--- config.mk ---
export PLATFORM = sky130hd
export DESIGN_NAME = alu_arb_seq_flat
export DESIGN_NICKNAME = d
export VERILOG_FILES = /design/src/rtl/alu_arb_seq_if.sv /design/src/rtl/alu_arb_seq.sv /design/src/flat_wrapper.sv
export SDC_FILE = /design/constraint.sdc
export NUM_CORES = 1
export LEC_CHECK = 0
export CAP_MARGIN = 20
export CORE_UTILIZATION = 42
export CTS_CLUSTER_DIAMETER = 30
export DETAILED_ROUTE_END_ITERATION = 16
export PLACE_DENSITY = 0.77
export SETUP_SLACK_MARGIN = 0.4
export SLEW_MARGIN = 20
export SYNTH_ARGS = -nofsm -noshare
export SYNTH_HDL_FRONTEND = slang
export SYNTH_SLANG_ARGS = --single-unit
export TNS_END_PERCENT = 50
--- constraint.sdc ---
create_clock -name clk -period 2.4 [get_ports clk]
set_input_delay 0.48 -clock clk [delete_from_list [all_inputs] [get_ports clk]]
set_output_delay 0.48 -clock clk [all_outputs]
set_load 0.01 [all_outputs]
--- src/rtl/alu_arb_seq_if.sv ---
// Request/response bundle between two requesters, one consumer and the
// arbitrated sequential ALU.
interface alu_arb_seq_if;
  localparam int unsigned DW  = 4;
  localparam int unsigned OPW = 3;

  logic           req0_valid;
  logic           req0_ready;
  logic [OPW-1:0] req0_op;
  logic [DW-1:0]  req0_a;
  logic [DW-1:0]  req0_b;

  logic           req1_valid;
  logic           req1_ready;
  logic [OPW-1:0] req1_op;
  logic [DW-1:0]  req1_a;
  logic [DW-1:0]  req1_b;

  logic           rsp_valid;
  logic           rsp_ready;
  logic           rsp_id;
  logic [DW-1:0]  rsp_result;
  logic [DW-1:0]  rsp_sm;
  logic           rsp_ovf;
  logic           rsp_flag;
  logic           busy;

  modport master (
    output req0_valid, req0_op, req0_a, req0_b,
    output req1_valid, req1_op, req1_a, req1_b,
    output rsp_ready,
    input  req0_ready, req1_ready,
    input  rsp_valid, rsp_id, rsp_result, rsp_sm, rsp_ovf, rsp_flag, busy
  );

  modport slave (
    input  req0_valid, req0_op, req0_a, req0_b,
    input  req1_valid, req1_op, req1_a, req1_b,
    input  rsp_ready,
    output req0_ready, req1_ready,
    output rsp_valid, rsp_id, rsp_result, rsp_sm, rsp_ovf, rsp_flag, busy
  );
endinterface

--- src/rtl/alu_arb_seq.sv ---
// Two-requester arbitrated 4-bit ALU: accept one operation, execute it,
// then hold the response until the consumer takes it.
module alu_arb_seq #(
  parameter bit RR_EN = 1'b1
) (
  input logic          clk,
  input logic          rst,
  alu_arb_seq_if.slave bus
);
  localparam int unsigned DW  = 4;
  localparam int unsigned OPW = 3;

  typedef enum logic [1:0] {IDLE, EXEC, RESP} state_t;

  state_t         state_q;
  logic           last_grant_q;
  logic [OPW-1:0] op_q;
  logic [DW-1:0]  a_q;
  logic [DW-1:0]  b_q;
  logic           id_q;
  logic           rsp_valid_q;
  logic           rsp_id_q;
  logic [DW-1:0]  rsp_result_q;
  logic [DW-1:0]  rsp_sm_q;
  logic           rsp_ovf_q;
  logic           rsp_flag_q;
  logic           busy_q;

  logic           grant_c;
  logic           grant_id_c;
  logic [OPW-1:0] sel_op_c;
  logic [DW-1:0]  sel_a_c;
  logic [DW-1:0]  sel_b_c;
  logic [DW-1:0]  alu_res_c;
  logic [DW-1:0]  alu_mag_c;
  logic [DW-1:0]  alu_sm_c;
  logic           alu_ovf_c;
  logic           alu_flag_c;

  // Arbitration: only offered in IDLE; on contention RR picks the requester not served last
  always_comb begin
    grant_id_c = 1'b0;
    if (bus.req0_valid && bus.req1_valid) begin
      grant_id_c = RR_EN ? ~last_grant_q : 1'b0;
    end else if (bus.req1_valid) begin
      grant_id_c = 1'b1;
    end
    grant_c  = (state_q == IDLE) && (bus.req0_valid || bus.req1_valid);
    sel_op_c = grant_id_c ? bus.req1_op : bus.req0_op;
    sel_a_c  = grant_id_c ? bus.req1_a  : bus.req0_a;
    sel_b_c  = grant_id_c ? bus.req1_b  : bus.req0_b;
  end

  assign bus.req0_ready = grant_c && !grant_id_c;
  assign bus.req1_ready = grant_c &&  grant_id_c;

  // ALU on the latched operands
  always_comb begin
    alu_res_c  = '0;
    alu_ovf_c  = 1'b0;
    alu_flag_c = 1'b0;
    case (op_q)
      3'b000: begin
        alu_res_c = a_q + b_q;
        alu_ovf_c = (a_q[DW-1] == b_q[DW-1]) && (alu_res_c[DW-1] != a_q[DW-1]);
      end
      3'b001: begin
        alu_res_c = a_q - b_q;
        alu_ovf_c = (a_q[DW-1] != b_q[DW-1]) && (alu_res_c[DW-1] != a_q[DW-1]);
      end
      3'b010: alu_res_c = ~a_q;
      3'b011: alu_res_c = a_q & b_q;
      3'b100: alu_res_c = a_q | b_q;
      3'b101: alu_res_c = a_q ^ b_q;
      3'b110: begin
        alu_flag_c = $signed(a_q) < $signed(b_q);
        alu_res_c  = {3'b000, alu_flag_c};
      end
      3'b111: begin
        alu_flag_c = (a_q == b_q);
        alu_res_c  = {3'b000, alu_flag_c};
      end
    endcase
    if (op_q[2:1] != 2'b11) alu_flag_c = alu_res_c[DW-1];
    // -8 negates to itself, so its low bits are 000 and the sign-magnitude code is 1000
    alu_mag_c = DW'(0) - alu_res_c;
    alu_sm_c  = alu_res_c[DW-1] ? {1'b1, alu_mag_c[DW-2:0]} : alu_res_c;
  end

  always_ff @(posedge clk or negedge rst) begin
    if (!rst) begin
      state_q      <= IDLE;
      last_grant_q <= 1'b1;
      op_q         <= '0;
      a_q          <= '0;
      b_q          <= '0;
      id_q         <= 1'b0;
      rsp_valid_q  <= 1'b0;
      rsp_id_q     <= 1'b0;
      rsp_result_q <= '0;
      rsp_sm_q     <= '0;
      rsp_ovf_q    <= 1'b0;
      rsp_flag_q   <= 1'b0;
      busy_q       <= 1'b0;
    end else begin
      case (state_q)
        IDLE: begin
          if (grant_c) begin
            op_q         <= sel_op_c;
            a_q          <= sel_a_c;
            b_q          <= sel_b_c;
            id_q         <= grant_id_c;
            last_grant_q <= grant_id_c;
            busy_q       <= 1'b1;
            state_q      <= EXEC;
          end
        end
        EXEC: begin
          rsp_valid_q  <= 1'b1;
          rsp_id_q     <= id_q;
          rsp_result_q <= alu_res_c;
          rsp_sm_q     <= alu_sm_c;
          rsp_ovf_q    <= alu_ovf_c;
          rsp_flag_q   <= alu_flag_c;
          state_q      <= RESP;
        end
        RESP: begin
          if (bus.rsp_ready) begin
            rsp_valid_q <= 1'b0;
            busy_q      <= 1'b0;
            state_q     <= IDLE;
          end
        end
        default: state_q <= IDLE;
      endcase
    end
  end

  assign bus.rsp_valid  = rsp_valid_q;
  assign bus.rsp_id     = rsp_id_q;
  assign bus.rsp_result = rsp_result_q;
  assign bus.rsp_sm     = rsp_sm_q;
  assign bus.rsp_ovf    = rsp_ovf_q;
  assign bus.rsp_flag   = rsp_flag_q;
  assign bus.busy       = busy_q;
endmodule

--- src/flat_wrapper.sv ---
// flat-port wrapper written by rule: the top's interface ports become plain ports
module alu_arb_seq_flat 
#(
  parameter bit RR_EN = 1'b1
)
  (clk, rst, bus_req0_valid, bus_req0_op, bus_req0_a, bus_req0_b, bus_req1_valid, bus_req1_op, bus_req1_a, bus_req1_b, bus_rsp_ready, bus_req0_ready, bus_req1_ready, bus_rsp_valid, bus_rsp_id, bus_rsp_result, bus_rsp_sm, bus_rsp_ovf, bus_rsp_flag, bus_busy);
  alu_arb_seq_if bus_i ();
  input logic clk;
  input logic rst;
  input wire logic [$bits(bus_i.req0_valid)-1:0] bus_req0_valid;
  input wire logic [$bits(bus_i.req0_op)-1:0] bus_req0_op;
  input wire logic [$bits(bus_i.req0_a)-1:0] bus_req0_a;
  input wire logic [$bits(bus_i.req0_b)-1:0] bus_req0_b;
  input wire logic [$bits(bus_i.req1_valid)-1:0] bus_req1_valid;
  input wire logic [$bits(bus_i.req1_op)-1:0] bus_req1_op;
  input wire logic [$bits(bus_i.req1_a)-1:0] bus_req1_a;
  input wire logic [$bits(bus_i.req1_b)-1:0] bus_req1_b;
  input wire logic [$bits(bus_i.rsp_ready)-1:0] bus_rsp_ready;
  output wire logic [$bits(bus_i.req0_ready)-1:0] bus_req0_ready;
  output wire logic [$bits(bus_i.req1_ready)-1:0] bus_req1_ready;
  output wire logic [$bits(bus_i.rsp_valid)-1:0] bus_rsp_valid;
  output wire logic [$bits(bus_i.rsp_id)-1:0] bus_rsp_id;
  output wire logic [$bits(bus_i.rsp_result)-1:0] bus_rsp_result;
  output wire logic [$bits(bus_i.rsp_sm)-1:0] bus_rsp_sm;
  output wire logic [$bits(bus_i.rsp_ovf)-1:0] bus_rsp_ovf;
  output wire logic [$bits(bus_i.rsp_flag)-1:0] bus_rsp_flag;
  output wire logic [$bits(bus_i.busy)-1:0] bus_busy;
  assign bus_i.req0_valid = bus_req0_valid;
  assign bus_i.req0_op = bus_req0_op;
  assign bus_i.req0_a = bus_req0_a;
  assign bus_i.req0_b = bus_req0_b;
  assign bus_i.req1_valid = bus_req1_valid;
  assign bus_i.req1_op = bus_req1_op;
  assign bus_i.req1_a = bus_req1_a;
  assign bus_i.req1_b = bus_req1_b;
  assign bus_i.rsp_ready = bus_rsp_ready;
  assign bus_req0_ready = bus_i.req0_ready;
  assign bus_req1_ready = bus_i.req1_ready;
  assign bus_rsp_valid = bus_i.rsp_valid;
  assign bus_rsp_id = bus_i.rsp_id;
  assign bus_rsp_result = bus_i.rsp_result;
  assign bus_rsp_sm = bus_i.rsp_sm;
  assign bus_rsp_ovf = bus_i.rsp_ovf;
  assign bus_rsp_flag = bus_i.rsp_flag;
  assign bus_busy = bus_i.busy;
  alu_arb_seq #(.RR_EN(RR_EN)) u_core (.clk(clk), .rst(rst), .bus(bus_i));
endmodule
## After elaboration in Yosys (flattened, before gate mapping)

Index checks and enable logic that the tools add are counted.

- Output and inout port bits: 15
- Register bits after elaboration: 28
- Input bits: 27
- Word-level logic and storage cells: 72

- Equal/unequal tests: 17
- Add/sub/neg operators: 3
- Bitwise operators: 5
- Multiplexer cells: 17
- Reductions and logical operators: 16
- Magnitude comparators: 1

Operators by type and width:

| kind | number |
|---|---|
| 4-bit one-hot mux with 8 select lines | 1 |
| 3-bit equality test (second input constant) | 4 |
| 4-bit two-way mux | 3 |
| 1-bit one-hot mux with 2 select lines | 4 |
| 3-bit by 2-bit equality test with 1-bit output (second input constant) | 2 |
| 1-bit logical AND | 6 |
| 2-bit one-hot mux with 3 select lines | 1 |
| 2-bit AND reduction | 3 |
| 1-bit two-way mux | 5 |
| 4-bit adder | 1 |
| 4-bit AND | 1 |
| 4-bit equality test | 1 |
| 4-bit < comparator | 1 |
| 2-bit two-way mux | 2 |
| 2-bit inequality test (second input constant) | 2 |
| 4-bit NOT | 1 |
| 4-bit OR | 1 |
| 2-bit nonzero test | 2 |
| 4-bit subtractor | 1 |
| 4-bit XOR | 1 |
| 3-bit by 1-bit equality test with 1-bit output (second input constant) | 1 |
| 3-bit zero test | 1 |
| 3-bit two-way mux | 1 |
| 1-bit inequality test | 3 |
| other kinds (10) | 10 |

## Logic depth before layout (Yosys ltp)

Gate-level depths: netlist of run 1.

- Depth in word-level cells: 4
- Depth in mapped cells: 11
- Depth with buffers taken out: 11

## Worst setup path before layout of run 1

No wires, ideal clock.

- Kind: register -> register
- From: register u_core.b_q[0]
- To: register u_core.rsp_sm_q[2], in the netlist u_core.bus.rsp_sm[2]
- Setup slack: 0.020 ns
- Buffers on the path: 0
- Cell stages (with the launch flop): 11
- Required time: 2.318 ns
- Period minus slack after synthesis: 2.380 ns
- Data arrival time: 2.298 ns
- Setup time: 0.082 ns
- Cells stage by stage: dfrtp_1 -> ha_1 -> inv_1 -> fa_1 -> inv_1 -> mux4_2 -> a22oi_1 -> ha_1 -> inv_1 -> a31o_1 -> a31oi_1

- Cells in the longest elaborated chain, start to end: 4
- Elaborated cells on any way between the ends: 10
- Those cells by class: add/sub (3); order compare (1); eq/ne (1); mux (2); bitwise (3)

RTL lines:

| element | RTL line | source |
|---|---|---|
| from (decl) | alu_arb_seq.sv:19 | `logic [DW-1:0] b_q;` |
| from (signal assigned) | alu_arb_seq.sv:111 | `b_q <= sel_b_c;` |
| 4-bit subtractor (tied with other cells) | alu_arb_seq.sv:68 | `alu_res_c = a_q - b_q;` |
| 4-bit one-hot mux with 8 select lines (*) | alu_arb_seq.sv:62 | `case (op_q)` |
| 1-bit by 3-bit subtractor with 3-bit output | alu_arb_seq.sv:86 | `alu_mag_c = DW'(0) - alu_res_c;` |
| 4-bit two-way mux (*) | alu_arb_seq.sv:87 | `alu_sm_c = alu_res_c[DW-1] ? {1'b1, alu_mag_c[DW-2:0]} : alu_res_c;` |
| to (signal assigned) | alu_arb_seq.sv:122 | `rsp_sm_q <= alu_sm_c;` |
| to (decl) | alu_arb_seq.sv:24 | `logic [DW-1:0] rsp_sm_q;` |

Every way passes the cells marked *; elsewhere a longest branch is shown, timed or not.
A chain may end at the register's enable or synchronous reset.

## Worst setup path after layout of run 1

Ends and elaborated chain as after synthesis.

==> results of run 1 <==
[report_power, final]
part	total [mW]	switching (mW)	internal [mW]	leakage (nW)
combinational	2.70	1.32	1.38	0.741
sequential	0.939	0.275	0.664	0.311
clock	0.366	0.143	0.223	0.0357
[per-stage QoR]
step | instance area, sq um | hold slack (ns) | util | setup TNS, ns
floorplan | 1710 | 0.184 | - | 0
global placement | 2190 | 0.459 | 0.580 | 0
finish | 2430 | 0.492 | 0.645 | -0.131
CTS | 2330 | 0.498 | 0.617 | -0.0145
global route | 2430 | 0.521 | 0.645 | -0.350
detailed placement | 2190 | 0.475 | 0.580 | -0.0263
[how the worst max path moves through the flow]
stage                                   start                                to  slack, ns  depth (start not counted)
floorplan           u_core.b_q[0]$_DFFE_PN0P_  u_core.bus.rsp_sm[2]$_DFFE_PN0P_       0.08                         10
global placement    u_core.a_q[0]$_DFFE_PN0P_  u_core.bus.rsp_sm[2]$_DFFE_PN0P_       0.04                         11
detailed placement  u_core.a_q[0]$_DFFE_PN0P_  u_core.bus.rsp_sm[2]$_DFFE_PN0P_      -0.02                         11
CTS                 u_core.b_q[0]$_DFFE_PN0P_  u_core.bus.rsp_sm[2]$_DFFE_PN0P_      -0.01                         10
global route        u_core.b_q[0]$_DFFE_PN0P_  u_core.bus.rsp_sm[2]$_DFFE_PN0P_      -0.21                         10
finish              u_core.b_q[0]$_DFFE_PN0P_  u_core.bus.rsp_sm[2]$_DFFE_PN0P_      -0.08                         10
[flip-flops by register name, indices dropped and copies added (netlist names)]
register / cells
u_core.a_q: 4
u_core.bus.rsp_valid: 1
u_core.bus.rsp_ovf: 1
u_core.bus.rsp_result: 2
u_core.last_grant_q: 1
u_core.bus.rsp_sm: 4
u_core.bus.busy: 1
u_core.state_q: 2
u_core.bus.rsp_id: 1
u_core.b_q: 4
u_core.bus.rsp_flag: 1
u_core.id_q: 1
u_core.op_q: 3
[placed cells by master (no fill, tap or decap), drive strengths merged, types with 2 or more instances in the layout]
cell	n
nor2	8
a222oi	11
nand4	3
buf	17
a21oi	4
nor2b	2
or3	2
a31oi	2
nand2	20
ha	13
o311ai	2
clkbuf	5
fa	2
clkdlybuf4s50	39
a21o	4
nand2b	3
o21ai	12
xnor2	3
dfrtp	25
inv	30
nand3	4
nor3b	2
nor3	2
[per-layer routing]
| layer | vias to the layer above | track usage |
|---|---|---|
| li1 | 753 | - |
| met5 | - | 0 |
| met1 | 749 | 0.285 |
| met4 | 0 | 0.0462 |
| met2 | 50 | 0.365 |
| met3 | 8 | 0.0330 |
[final cells by class]
type | count | area [sq um] | share of cell area
Multi-Input combinational cell | 117 | 998 | 0.410
Sequential cell | 26 | 654 | 0.269
Timing Repair Buffer | 58 | 536 | 0.220
Inverter | 30 | 113 | 0.0463
Tap cell | 48 | 60.1 | 0.0247
Clock buffer | 3 | 41.3 | 0.0170
Clock inverter | 1 | 30.0 | 0.0123
[logic make-up after synthesis]
| logic type | after synthesis | synth area share |
|---|---|---|
| simple gates | 51 | 0.153 |
| xor+xnor | 3 | 0.0154 |
| compound gates | 46 | 0.206 |
| mux | 2 | 0.0191 |
| buf+inv | 42 | 0.105 |
| flops | 26 | 0.383 |
| fa+ha+maj | 15 | 0.119 |
[worst min-delay path: stages, from the launching register on]
cell and delay, ns:
dfrtp_1 0.35, nand2_1 0.05, nand2_1 0.06
[repair_timing]
action,4_1_cts,5_1_grt
gates cloned,0,0
setup endpoints to repair,10,10
gates resized for setup,13,27
setup buffers,4,3
pin swaps,4,6
==> results_dict.tcl, run 1 <==
set metrics [dict create \
    outcome "finished, violations left" \
    violations "setup timing" \
    slowest_stage "fa_1" \
    place_ws_ns -0.0182 \
    period_minus_slack_ns 2.48 \
    leakage_nw 1.09 \
    cpMostUsedCell "inv_2" \
    reg2reg_depth 10 \
    ys_async_sr_fraction 1.00 \
    drt-total-wl_um 4450 \
    synthDistinctLibCells 47 \
    antenna_found_initial 0 \
    drtAntennaViolNets 0 \
    synth.most_common_cell "inv_1" \
    fillerInstances 278 \
    clk_latency_ns 0.27 \
    p_per_area_nw_per_um2 1650 \
    cts_max_level 1 \
    startpoint_type "flop" \
    max_slew.worst_pin.slew_ns 0.559 \
    dp_hpwl_um 2960 \
    yosysTopAreaCell "dfrtp_1" \
    grt_pass1_wl_um 7140 \
    first_pass_iters 4 \
    ios 42 \
    cp_top_family "adder cells" \
    drt_iter0_drc 73 \
    p_total_mw 4.00 \
    synth.area.top_cells "dfrtp_1, ha_1, a222oi_1, inv_1, nand2_1" \
    slew_headroom 0.627 \
    crit_chain "ha_4 -> inv_2 -> fa_1 -> inv_1 -> mux4_2 -> a22oi_2 -> ha_2 -> inv_2 -> a31o_1 -> a31oi_1" \
    die_w_um 65.7 \
    setup_viol 2 \
    drive_gt1_frac 0.251 \
    worst_slack_ns -0.0780 \
    yosys_warnings 0 \
    routedWlPerCell_um 15.7 \
    dr_wl_met2_um 2420 \
    skew_ns 0.00420 \
    dp_cells 272 \
    min_path_type "flop to flop" \
    synth-seq-cells 26 \
    clk_pin_slew_ns 0.09 \
    fin_cells 283 \
    numCtsBuffers 3 \
    tritoncts "built" \
    row_count 22 \
    hold_end "u_core.bus.rsp_id$_DFFE_PN0P_" \
    grt_max_degree 27 \
    dieArea_sq_um 4320 \
    core_sq_um 3770 \
    root_buffer "clkbuf_8" \
    diodes 0 \
    rsz0062_at_grt "yes" \
    clockBufferDepth 2 \
    layout.nets 278 \
    synthFlopType "dfrtp_1" \
    drc 0 \
    grt.overflow.total 0 \
    min_period_over_period 1.03 \
    required_ns 2.61 \
    cp_max_fo 4 \
    cp_num_buf_inv 3 \
    r2r-end "u_core.bus.rsp_sm[2]$_DFFE_PN0P_" \
    ir_drop_v 0.000940 \
    io_buffer_count 41 \
    slowest_delay_ns 0.47 \
    grt_pass1_vias 1538 \
    fmax_mhz 404 \
    avgViaCountPerCell 5.51 \
    area_growth_syn_to_layout_pct 42.7 \
    initial_utilization 0.452 \
    place.gp.congestion 0.909 \
    highest_layer "met4" \
    r2r_start "u_core.b_q[0]$_DFFE_PN0P_" \
    drv_slew 0 \
    path_class "flop to flop" \
    synth_edf_count 0 \
    end_kind "flop" \
    syn_area_sq_um 1700 \
    hold_viol 0 \
    regToRegSetupSlack_ns -0.08 \
    ys_seq_area_frac 0.383 \
    syn_inst 185 \
    grt_usage 0.215 \
    die_y_um 65.7 \
    wl_met1_um 1780 \
    holdCritStartpoint "u_core.bus.rsp_id$_DFFE_PN0P_" \
    syn_avg_cell_area_sq_um 9.21 \
    vias 1560 \
    yosysTopAreaCellShare 0.367 \
    arrival_ns 2.68 \
    syn_nets 227 \
    clkSinkCount 26 \
    worstHoldPathCells 2 \
    cap_viol_max_count 0 \
    holdBufCountCts 0 \
    route.met3.wl_um 199 \
    synthTopCellsByCount "inv_1, dfrtp_1, nand2_1, ha_1, a222oi_1" \
]
(Power assumes the default switching activity.)
==> run 2: changes to the inputs <==
Settings changed: CORE_UTILIZATION 42 to 44, PLACE_DENSITY 0.77 to 0.8, SLEW_MARGIN 20 to default.
==> results_dict.tcl, run 2 (same netlist as run 1, synthesis figures left out) <==
set metrics [dict create \
    outcome "complete, no violations" \
    drt_iter0_drc 126 \
    dieArea_sq_um 4130 \
    path_class "flop to flop" \
    grt_pass1_vias 1616 \
    ir_drop_v 0.000961 \
    grt_pass1_wl_um 7360 \
    drive_gt1_frac 0.190 \
    grt.overflow.total 0 \
    drc 0 \
    regToRegSetupSlack_ns 0.004 \
    cap_viol_max_count 0 \
    p_total_mw 3.75 \
    min_path_type "flop to flop" \
    place.gp.congestion 0.895 \
    fmax_mhz 417 \
    startpoint "u_core.b_q[0]$_DFFE_PN0P_" \
    holdBufCountCts 0 \
    dp_hpwl_um 3040 \
    slew_headroom 0.668 \
    skew_ns 0.00508 \
    period_minus_slack_ns 2.40 \
    clkSinkCount 26 \
    place_ws_ns -0.0191 \
    max_slew.worst_pin.slew_ns 0.498 \
    min_period_over_period 0.998 \
    fin_cells 280 \
    vias 1563 \
    numCtsBuffers 3 \
    setup_viol 0 \
    wl_met1_um 1830 \
    row_count 22 \
    die_w_um 64.2 \
    leakage_nw 1.07 \
    utilization 0.640 \
    first_pass_iters 6 \
    end_kind "flop" \
    tritoncts "built" \
    cpMostUsedCell "inv_1" \
    clk_latency_ns 0.28 \
    layout_common_cells "clkdlybuf4s50_1, dfrtp_1, inv_1, nand2_1, buf_4" \
    grt_usage 0.231 \
    grt_max_degree 27 \
    required_ns 2.61 \
    cp_max_fo 4 \
    layout.nets 275 \
    root_buffer "clkbuf_8" \
    r2r_start "u_core.b_q[0]$_DFFE_PN0P_" \
    routedWlPerCell_um 15.5 \
    rsz0062_at_grt "yes" \
    worst_slack_ns 0.00448 \
    r2r-end "u_core.bus.rsp_sm[2]$_DFFE_PN0P_" \
    arrival_ns 2.60 \
    holdWs_ns 0.480 \
    cts_max_level 1 \
    avgViaCountPerCell 5.58 \
    crit_chain "ha_2 -> inv_2 -> fa_1 -> inv_1 -> mux4_2 -> a22oi_2 -> ha_1 -> inv_1 -> a31o_1 -> a31oi_1" \
    ios 42 \
    dp_cells 275 \
    area_growth_syn_to_layout_pct 38.6 \
    dr_wl_met2_um 2190 \
    diodes 0 \
    hold_viol 0 \
    layout_commonest_cell "clkdlybuf4s50_1" \
    postPlaceCellArea_sq_um 2210 \
    drtAntennaViolNets 0 \
    drv_slew 0 \
    slowest_delay_ns 0.47 \
    highest_layer "met4" \
    crit_path_end "u_core.bus.rsp_sm[2]$_DFFE_PN0P_" \
    slowest_stage "fa_1" \
    initial_utilization 0.462 \
    startpoint_type "flop" \
    route.met3.wl_um 192 \
    die_y_um 64.2 \
    drt-total-wl_um 4350 \
    p_per_area_nw_per_um2 1590 \
    final.setup.tns_ns 0 \
    reg2reg_depth 10 \
    antenna_found_initial 0 \
    fin_area_sq_um 2360 \
    clk_pin_slew_ns 0.09 \
    clockBufferDepth 2 \
    io_buffer_count 41 \
    core_sq_um 3690 \
]
-- run 2: worst min-delay path by stage --
| stage | from | endpoint | slack [ns] | cells past startpoint |
|---|---|---|---|---|
| floorplan | rst | u_core.a_q[0]$_DFFE_PN0P_ | 0.18 | 0 |
| global placement | u_core.bus.rsp_id$_DFFE_PN0P_ | u_core.bus.rsp_id$_DFFE_PN0P_ | 0.46 | 2 |
| detailed placement | u_core.bus.rsp_id$_DFFE_PN0P_ | u_core.bus.rsp_id$_DFFE_PN0P_ | 0.46 | 2 |
| CTS | u_core.bus.rsp_id$_DFFE_PN0P_ | u_core.bus.rsp_id$_DFFE_PN0P_ | 0.49 | 2 |
| global route | u_core.bus.rsp_sm[1]$_DFFE_PN0P_ | u_core.bus.rsp_sm[1]$_DFFE_PN0P_ | 0.51 | 2 |
| finish | u_core.bus.rsp_id$_DFFE_PN0P_ | u_core.bus.rsp_id$_DFFE_PN0P_ | 0.48 | 2 |
-- run 2: layout make-up --
cell class | count | area (sq um)
Clock buffer | 3 | 41.3
Inverter | 30 | 113
Tap cell | 48 | 60.1
Multi-Input combinational cell | 117 | 956
Sequential cell | 26 | 652
Clock inverter | 1 | 30.0
Fill cell | 310 | 1330
Timing Repair Buffer | 55 | 510
-- run 2: where the power goes --
| part | switching [mW] | internal (mW) |
|---|---|---|
| Clock | 0.145 | 0.224 |
| Combinational | 1.28 | 1.22 |
| Sequential | 0.225 | 0.662 |
-- run 2: worst max-delay path: cells and delay by family (launching register included) --
kind	cells	cell delay, ns
AO/OA/AOI/OAI	3	0.50
buffers and inverters	3	0.13
flip-flops	1	0.40
multiplexers	1	0.45
adder cells (fa/ha/maj)	3	0.84
-- run 2: what timing repair did --
action                     in CTS  in global routing
hold endpoints to repair        0                  0
setup buffers                   1                  0
setup endpoints to repair      10                 10
pin swaps                       1                  2
gates resized for setup        13                 12
-- run 2: layer usage --
metal / vias to the layer above / global-route usage
met3: 11 / 0.0232
met4: 0 / 0.111
met5: - / 0
li1: 741 / -
met1: 757 / 0.284
met2: 54 / 0.404
